File: src/rtl/lsu_mem_ctrl.sv
`timescale 1ns/1ps
// lsu_mem_ctrl: load/store initiator turning func3-encoded core requests into byte-enabled word beats.
// Ports: clk_i/rst_n_i (async active-low); req_* core request handshake (valid/ready, we, func3, addr, wdata);
// resp_* one-cycle completion pulse with extended load data and illegal-access error;
// mem_* synchronous-read 32-bit byte-enabled memory beats (en, wren, word addr, be, wdata, rdata).
// Build option LSU_MISALIGN_TRAP_EN: word-crossing accesses are rejected with an error instead of being split.
module lsu_mem_ctrl #(
  parameter int ADDR_W = 12
) (
  input  logic              clk_i,
  input  logic              rst_n_i,
  input  logic              req_valid_i,
  output logic              req_ready_o,
  input  logic              req_we_i,
  input  logic [2:0]        req_func3_i,
  input  logic [ADDR_W-1:0] req_addr_i,
  input  logic [31:0]       req_wdata_i,
  output logic              resp_valid_o,
  output logic [31:0]       resp_rdata_o,
  output logic              resp_err_o,
  output logic              mem_en_o,
  output logic              mem_wren_o,
  output logic [ADDR_W-3:0] mem_addr_o,
  output logic [3:0]        mem_be_o,
  output logic [31:0]       mem_wdata_o,
  input  logic [31:0]       mem_rdata_i
);
  localparam logic [1:0] IDLE = 2'd0, BEAT0 = 2'd1, BEAT1 = 2'd2, DONE = 2'd3;
  function automatic logic crosses(input logic [2:0] f3, input logic [1:0] off);
    logic [2:0] sz;
    sz = f3[1] ? 3'd4 : (f3[0] ? 3'd2 : 3'd1);
    return ({1'b0, off} + sz) > 3'd4;
  endfunction
  logic [1:0]        state_q, state_d;
  logic              ready_q, we_q, err_q, hs, illegal_in, bad_in, split;
  logic              beat, hi_beat, done;
  logic [2:0]        f3_q;
  logic [ADDR_W-1:0] addr_q;
  logic [31:0]       wdata_q, lo_q, d;
  logic [3:0]        m;
  logic [7:0]        be_w;
  logic [63:0]       wd_w, rd64;
  assign hs = req_valid_i & ready_q;
  assign illegal_in = req_we_i ? (req_func3_i[2] | (&req_func3_i[1:0]))
                               : ((&req_func3_i[1:0]) | (&req_func3_i[2:1]));
`ifdef LSU_MISALIGN_TRAP_EN
  assign bad_in = illegal_in | crosses(req_func3_i, req_addr_i[1:0]);
  assign split  = 1'b0;
  assign lo_q   = '0;
`else
  assign bad_in = illegal_in;
  assign split  = crosses(f3_q, addr_q[1:0]);
  // Beat0 read data returns while beat1 is issued; hold it as the low word.
  always_ff @(posedge clk_i or negedge rst_n_i)
    if (!rst_n_i) lo_q <= '0;
    else if (state_q == BEAT1) lo_q <= mem_rdata_i;
`endif
  always_comb
    state_d = state_q == IDLE  ? (hs ? (bad_in ? DONE : BEAT0) : IDLE) :
              state_q == BEAT0 ? (split ? BEAT1 : DONE) :
              state_q == BEAT1 ? DONE : IDLE;
  // Ready is registered so it reads 0 while in reset and only rises once the FSM runs.
  always_ff @(posedge clk_i or negedge rst_n_i)
    if (!rst_n_i) begin
      state_q <= IDLE;
      ready_q <= 1'b0;
      we_q    <= 1'b0;
      err_q   <= 1'b0;
      f3_q    <= '0;
      addr_q  <= '0;
      wdata_q <= '0;
    end else begin
      state_q <= state_d;
      ready_q <= state_d == IDLE;
      if (hs) begin
        we_q    <= req_we_i;
        err_q   <= bad_in;
        f3_q    <= req_func3_i;
        addr_q  <= req_addr_i;
        wdata_q <= req_wdata_i;
      end
    end
  assign req_ready_o = ready_q;
  assign beat    = (state_q == BEAT0) | (state_q == BEAT1);
  assign hi_beat = state_q == BEAT1;
  assign done    = state_q == DONE;
  // Byte mask of the access size; shifting it (and the masked data) by the offset
  // across 64 bits gives beat0 in the low half and beat1 in the high half.
  assign m    = f3_q[1] ? 4'hF : (f3_q[0] ? 4'h3 : 4'h1);
  assign be_w = {4'b0, m} << addr_q[1:0];
  assign wd_w = {32'b0, wdata_q & {{8{m[3]}}, {8{m[2]}}, {8{m[1]}}, {8{m[0]}}}} << {addr_q[1:0], 3'b000};
  assign mem_en_o    = beat;
  assign mem_wren_o  = beat & we_q;
  assign mem_addr_o  = beat ? addr_q[ADDR_W-1:2] + {{(ADDR_W-3){1'b0}}, hi_beat} : '0;
  assign mem_be_o    = !beat ? 4'h0 : !we_q ? 4'hF : hi_beat ? be_w[7:4] : be_w[3:0];
  assign mem_wdata_o = !(beat & we_q) ? '0 : hi_beat ? wd_w[63:32] : wd_w[31:0];
  assign rd64 = split ? {mem_rdata_i, lo_q} : {32'b0, mem_rdata_i};
  assign d    = 32'(rd64 >> {addr_q[1:0], 3'b000});
  assign resp_valid_o = done;
  assign resp_err_o   = done & err_q;
  assign resp_rdata_o = !(done & !we_q & !err_q) ? '0 :
                        f3_q == 3'b000 ? {{24{d[7]}}, d[7:0]} :
                        f3_q == 3'b001 ? {{16{d[15]}}, d[15:0]} :
                        f3_q == 3'b100 ? {24'b0, d[7:0]} :
                        f3_q == 3'b101 ? {16'b0, d[15:0]} : d;
endmodule

File: config.mk
export PLATFORM = sky130hd
export DESIGN_NAME = lsu_mem_ctrl
export DESIGN_NICKNAME = d
export VERILOG_FILES = /design/src/rtl/lsu_mem_ctrl.sv
export SDC_FILE = /design/constraint.sdc
export NUM_CORES = 1
export LEC_CHECK = 0
export CORE_MARGIN = 1
export CORE_UTILIZATION = 45
export DETAILED_ROUTE_END_ITERATION = 12
export PLACE_DENSITY = 0.75
export SYNTH_ARGS = -nofsm -noshare
export SYNTH_HDL_FRONTEND = slang
export SYNTH_SLANG_ARGS = --single-unit
File: constraint.sdc
create_clock -name clk_i -period 9.9 [get_ports clk_i]
set_input_delay 2.97 -clock clk_i [delete_from_list [all_inputs] [get_ports clk_i]]
set_output_delay 2.97 -clock clk_i [all_outputs]
set_load 0.02 [all_outputs]
==> metrics.md, run 1 <==
| Metric | Value |
|---|---|
| Routed WL | `19300 microns` |
| Main synth FF type | `dfrtp_1` |
| RR Startpoint | `f3_q[0]` |
| Cells after Synth | `653` |
| Unrepaired setup endpoints after global routing | `false` |
| Routed met3 length | `1610 microns` |
| Reg clk slew, reported paths | `0.05 ns` |
| Hold Path Origin | `lo_q[5]` |
| Longest Clk Path Bufs | `2` |
| Number of synthesized flops with an enable pin | `0` |
| Die H | `121 microns` |
| Setup violators final | `0` |
| Worst-Margin Slew | `1.24 ns` |
| Worst vdd ir | `190 uV` |
| Initial Utilization | `46.0%` |
| Crit-path max FO | `7` |
| Distinct cells, synth | `54` |
| Post-CTS setup buffers | `0` |
| Max Freq | `119 MHz` |
| Syn nets | `744` |
| Port Buffers | `165` |
| Main combinational cell family by area after synthesis | `multiplexers` |
| Startpoint Class | `input port` |
| Area delta synth->final | `30.6%` |
| Max Cap Viol | `0` |
| Syn avg cell area | `9.73 sq um` |
| Tcrit/Tclk final | `85.0%` |
| Largest net degree at the start of global routing | `85` |
| WL met1 | `7910 microns` |
| Via count | `5971` |
| Clk_skew | `0.00434 ns` |
| NumNets Final | `867` |
| DR WL/cell | `20.2 microns` |
| Core Box Area | `13800 sq um` |
| # hold bufs at CTS | `0` |
| Hold/Removal Path Class | `reg2reg` |
| Top Metal Used | `met4` |
| H-tree level count | `3` |
| Commonest cells post-synth | `105 x mux2_2, 84 x dfrtp_1, 59 x nor2_1` |
| Yosys warns | `0` |
| Drt first pass iters | `5` |
| FP Rows | `43` |
| Setup TNS Final | `0 ns` |
| I/O pins | `166` |
| Clock buffer count from CTS | `9` |
| Critical Path RT | `6.93 ns` |
| CTS tree | `done` |
| RePlAce Congestion | `0.894` |
| Yosys reg bits | `84` |
| Post-cts repair resize count | `0` |
| Remaining antenna violation count after routing | `0` |
| Mapped cell area | `6350 sq um` |
| Max-Slew Margin vs Limit | `16.9%` |
| Post-synthesis mux area share | `27.5%` |
| Remaining DRCs | `0` |
| Tmin final | `8.42 ns` |
| Die area | `14600 sq um` |
| Congestion Overflow GR | `0` |
| Synth area leaders | `dfrtp_1 33%, mux2_2 19%, mux4_2 5.0%, mux2i_1 3.9%, nor2_1 3.5%` |
| Final HPWL DP | `13100 microns` |
| Util after Layout | `60.0%` |
| Gr usage total | `27.2%` |
| Cell taking the most area after synthesis | `dfrtp_1` |
| Die width | `121 microns` |
| Setup crit end kind | `primary output` |
| DR WL met2 | `9210 microns` |
| Initial antenna violation count | `0` |
| First-pass GRT wire length | `30900 microns` |
| WS Path Type | `in2out` |
| Pwr Density | `364 nW/um^2` |
| Clock Latency Late Sink | `0.34 ns` |
| Root Driver | `clkbuf_16` |
| Antenna cells | `0` |
| Reg-to-reg slack, setup | `6.55 ns` |
| Post-synthesis compound-gate area fraction | `14.6%` |
| Synth Area in Adders | `1.69%` |
| Initial DRC Count | `502` |
| Max-slew violation count | `0` |
| Ys async rst share | `100%` |
| Vias in the first global route | `6006` |
| Hold Vio Cnt, Final | `0` |
| Top-area cell type share of the netlist area | `33.1%` |
| Sequential share of the synthesized area | `33.1%` |
| Synth Area in XOR/XNOR | `1.24%` |
| Crit path arrival time | `5.45 ns` |
| Via/cell ratio | `6.23` |
| Status | `finished clean` |
| Clock sinks | `84` |
| Share of cells above drive strength 1 | `20.8%` |
| Static Leak | `3.15 nW` |
| Most common cell in the netlist | `mux2_2` |
| Critical Path Source | `mem_rdata_i[15]` |
| Synth Area in Simple Gates | `16.9%` |
worst max-delay path, stage by stage:
cell             delay, ns
clkdlybuf4s50_1       0.45
mux2_2                0.32
a2111oi_0             0.51
a41o_1                0.18
a211o_1               0.34
nor2_1                0.13
clkdlybuf4s50_1       0.56
routing by layer:
| layer | global-route usage (%) | vias up |
|---|---|---|
| li1 | - | 2683 |
| met1 | 33.3 | 2912 |
| met2 | 45.7 | 327 |
| met3 | 5.14 | 49 |
| met4 | 13.1 | 0 |
| met5 | 0 | - |
metrics by stage:
stage	instance area, sq um	setup slack, ns	hold WS (ns)	total power [mW]	cells
floorplan	6350	2.75	0.465	2.11	653
global placement	8010	1.70	0.483	2.60	945
detailed placement	8010	1.58	0.493	2.65	945
CTS	8300	1.58	0.507	3.01	959
global route	8300	1.42	0.520	3.22	959
finish	8300	1.48	0.504	3.02	959
sequential cells by signal, summed over array words and instances, names as in the netlist:
name,cells
lo_q,32
err_q,1
state_q,2
f3_q,3
we_q,1
wdata_q,32
req_ready_o,1
addr_q,12
kinds of logic after synthesis:
kind of cell	Yosys count
adder cells (fa/ha/maj)	8
AO/OA/AOI/OAI	132
flip-flops	84
multiplexers	144
buffers and inverters	68
XOR/XNOR	9
AND/OR/NAND/NOR	208
cell usage in the layout, fill, tap and decap left out, types with 10 or more instances in the layout:
cell,synthesis,final
nand4_1,15,15
clkdlybuf4s50_1,0,164
o21ai_0,21,21
a221oi_1,16,16
a32oi_1,16,16
and3_1,14,14
mux4_2,14,14
nand2_1,52,51
dfrtp_1,84,83
nand3_1,11,11
nor2_1,59,59
mux2i_1,25,25
nor3_2,10,10
a21oi_1,30,30
mux2_2,105,105
nor2b_1,10,10
o211ai_1,15,15
power breakdown:
group,leakage (nW),internal (mW),switching (mW),total [mW]
logic,2.02,0.882,1.09,1.98
registers,0.989,0.522,0.183,0.704
clock network,0.145,0.206,0.134,0.340
area by class of cell:
cell class                 count  area [sq um]
timing repair buffer         173          1710
inverter                       7          26.3
sequential                    84          2110
tap                          180           225
fill                        1161          5530
clock inverter                 2          35.0
clock buffer                  12           256
multi-input combinational    501          3940
worst paths after layout:
path,to,cells after the start
setup / recovery,resp_rdata_o[10],7
hold / removal,lo_q[5],1
setup reg to reg,state_q[0],10
hold reg to reg,lo_q[5],1
max in group asynchronous,addr_q[0],1
min in group asynchronous,lo_q[6],1
Power figures use the tool's default switching activity.
==> inputs of run 2 (changes only) <==
--- a/config.mk
+++ b/config.mk
@@ -5,6 +5,7 @@
 export SDC_FILE = /design/constraint.sdc
 export NUM_CORES = 1
 export LEC_CHECK = 0
+export ABC_CLOCK_PERIOD_IN_PS = 9900
 export CORE_MARGIN = 1
 export CORE_UTILIZATION = 45
 export DETAILED_ROUTE_END_ITERATION = 12
==> results of run 2 <==
The final DEF is identical to that of run 1; final timing and power are the same.
==> inputs of run 3 (changes only) <==
--- a/config.mk
+++ b/config.mk
@@ -5,10 +5,11 @@
 export SDC_FILE = /design/constraint.sdc
 export NUM_CORES = 1
 export LEC_CHECK = 0
-export ABC_CLOCK_PERIOD_IN_PS = 9900
+export CAP_MARGIN = 15
 export CORE_MARGIN = 1
 export CORE_UTILIZATION = 45
 export DETAILED_ROUTE_END_ITERATION = 12
+export GPL_TIMING_DRIVEN = 0
 export PLACE_DENSITY = 0.75
 export SYNTH_ARGS = -nofsm -noshare
 export SYNTH_HDL_FRONTEND = slang
==> metrics.md, run 3 (synthesis gave the netlist of run 1 again) <==
| Metric | Value |
|---|---|
| First-pass GRT wire length | `35100 microns` |
| Placed Instance Area | `8250 sq um` |
| Die H | `121 microns` |
| Crit path arrival time | `5.30 ns` |
| Clk_skew | `0.00335 ns` |
| Initial antenna violation count | `0` |
| Root Driver | `clkbuf_16` |
| # hold bufs at CTS | `0` |
| CP dominant cell by count | `clkdlybuf4s50_1` |
| Most common cell after layout, fill and taps aside | `clkdlybuf4s50_1` |
| Net Sw Frac | `48.4%` |
| Port Buffers | `165` |
| I/O pins | `166` |
| Hold/Removal Path Class | `reg2reg` |
| Status | `finished clean` |
| Max Cap Viol | `0` |
| Clock network fraction of design power | `10.5%` |
| Critical Path Max Stage Delay | `0.67 ns` |
| NumNets Final | `922` |
| Final HPWL DP | `16500 microns` |
| Tmin final | `8.27 ns` |
| Sequential share of power | `21.2%` |
| H-tree level count | `3` |
| Antenna cells | `0` |
| Area delta synth->final | `34.4%` |
| Cell Int Power | `1.66 mW` |
| Setup crit end kind | `primary output` |
| Congestion Overflow GR | `0` |
| Share of cells above drive strength 1 | `21.1%` |
| Vias in the first global route | `6468` |
| Drt first pass iters | `6` |
| Crit-path max FO | `7` |
| Gr usage total | `32.0%` |
| Core Box Area | `13800 sq um` |
| Max Freq | `121 MHz` |
| Hold Vio Cnt, Final | `0` |
| Clock sinks | `84` |
| Static Leak | `3.26 nW` |
| Clock buffer count from CTS | `9` |
| Reg clk slew, reported paths | `0.06 ns` |
| Die area | `14600 sq um` |
| Largest net degree at the start of global routing | `45` |
| Die width | `121 microns` |
| Via count | `6381` |
| Initial DRC Count | `597` |
| Crit-path cells | `clkdlybuf4s50_1, mux2_2, a21oi_2, o211a_1, a211o_4, nor3_1, clkdlybuf4s50_1` |
| Worst-Margin Slew | `1.04 ns` |
| Most frequent cells in the layout | `164 x clkdlybuf4s50_1, 105 x mux2_2, 84 x dfrtp_1` |
| Unrepaired setup endpoints after global routing | `false` |
| Remaining DRCs | `0` |
| Setup WS post-layout | `1.63 ns` |
| Slowest-stage cell, CP | `clkdlybuf4s50_1` |
| Worst vdd ir | `201 uV` |
| Post-CTS setup buffers | `0` |
| Routed WL | `22800 microns` |
| Longest Clk Path Bufs | `2` |
| Total power | `3.21 mW` |
| Setup WS pre-CTS | `1.67 ns` |
| Max-slew violation count | `0` |
| Combinational share of power | `68.3%` |
| Via/cell ratio | `6.28` |
| FP Rows | `43` |
| Sw power | `1.56 mW` |
| RePlAce Congestion | `0.992` |
| Post-cts repair resize count | `0` |
| Critical Path RT | `6.93 ns` |
| Design area | `8540 sq um` |
| Setup violators final | `0` |
| WS Path Type | `in2out` |
| Biggest regs | `lo_q x32, wdata_q x32, addr_q x12` |
| CTS tree | `done` |
| Pwr Density | `376 nW/um^2` |
| Remaining antenna violation count after routing | `0` |
| Hold slack | `0.509 ns` |
| DR WL/cell | `22.4 microns` |
| Tcrit/Tclk final | `83.5%` |
| Clock Latency Late Sink | `0.35 ns` |
| Startpoint Class | `input port` |
| Initial Utilization | `46.0%` |
| Max-Slew Margin vs Limit | `30.2%` |
| Setup TNS Final | `0 ns` |
-- run 3: cell types whose count changed in the layout (fill, tap and decap cells not counted), moves of 2 or more --
cell / previous run / this run
clkbuf_8: 2 / 0
buf_1: 0 / 13
buf_6: 0 / 3
clkbuf_1: 1 / 28
buf_4: 9 / 6
buf_2: 0 / 14
clkinvlp_4: 0 / 2
-- run 3: power groups by stage --
stage	clock (mW)	combinational, mW	sequential, mW
3_3_place_gp	0	2.10	0.672
5_1_grt	0.355	2.33	0.701
6_report	0.336	2.19	0.682
2_1_floorplan	0	1.49	0.622
4_1_cts	0.342	2.15	0.676
3_5_place_dp	0	2.14	0.681
-- run 3: per-stage QoR --
| stage | util (%) | instances |
|---|---|---|
| after floorplan | - | 653 |
| after global placement | 59.5 | 998 |
| after detailed placement | 59.7 | 999 |
| after CTS | 61.7 | 1015 |
| after global routing | 61.8 | 1016 |
| final | 61.8 | 1016 |
-- run 3: cell type report --
type / instances / area, sq um
fill: 1169 / 5290
multi-input combinational: 501 / 3940
sequential: 84 / 2100
timing repair buffer: 167 / 1680
buffer: 61 / 289
clock buffer: 12 / 236
tap: 180 / 225
clock inverter: 4 / 50.0
inverter: 7 / 26.3
-- run 3: layer usage --
layer	vias to the layer above	routed length [microns]	global-route usage, %	share of wire (%)
met5	-	0	0	0
met4	0	750	17.0	3.3
met3	60	2180	7.88	9.6
met2	424	10500	50.4	46
met1	3092	9330	40.4	41
li1	2805	-	-	-
-- run 3: worst max-delay path: cells and delay by family --
family                 cells  cell delay (ns)
multiplexers               1             0.22
buffers and inverters      2             1.19
AO/OA/AOI/OAI              3             0.59
AND/OR/NAND/NOR            1             0.33
-- run 3: worst paths after layout --
check	start	end	slack (ns)	cells past startpoint
setup reg to reg	f3_q[1]	state_q[0]	6.25	12
setup / recovery	mem_rdata_i[7]	resp_rdata_o[18]	1.63	7
hold reg to reg	lo_q[2]	lo_q[2]	0.51	1
hold / removal	lo_q[2]	lo_q[2]	0.51	1
max in group asynchronous	rst_n_i	wdata_q[9]	6.65	2
min in group asynchronous	rst_n_i	lo_q[23]	2.62	1
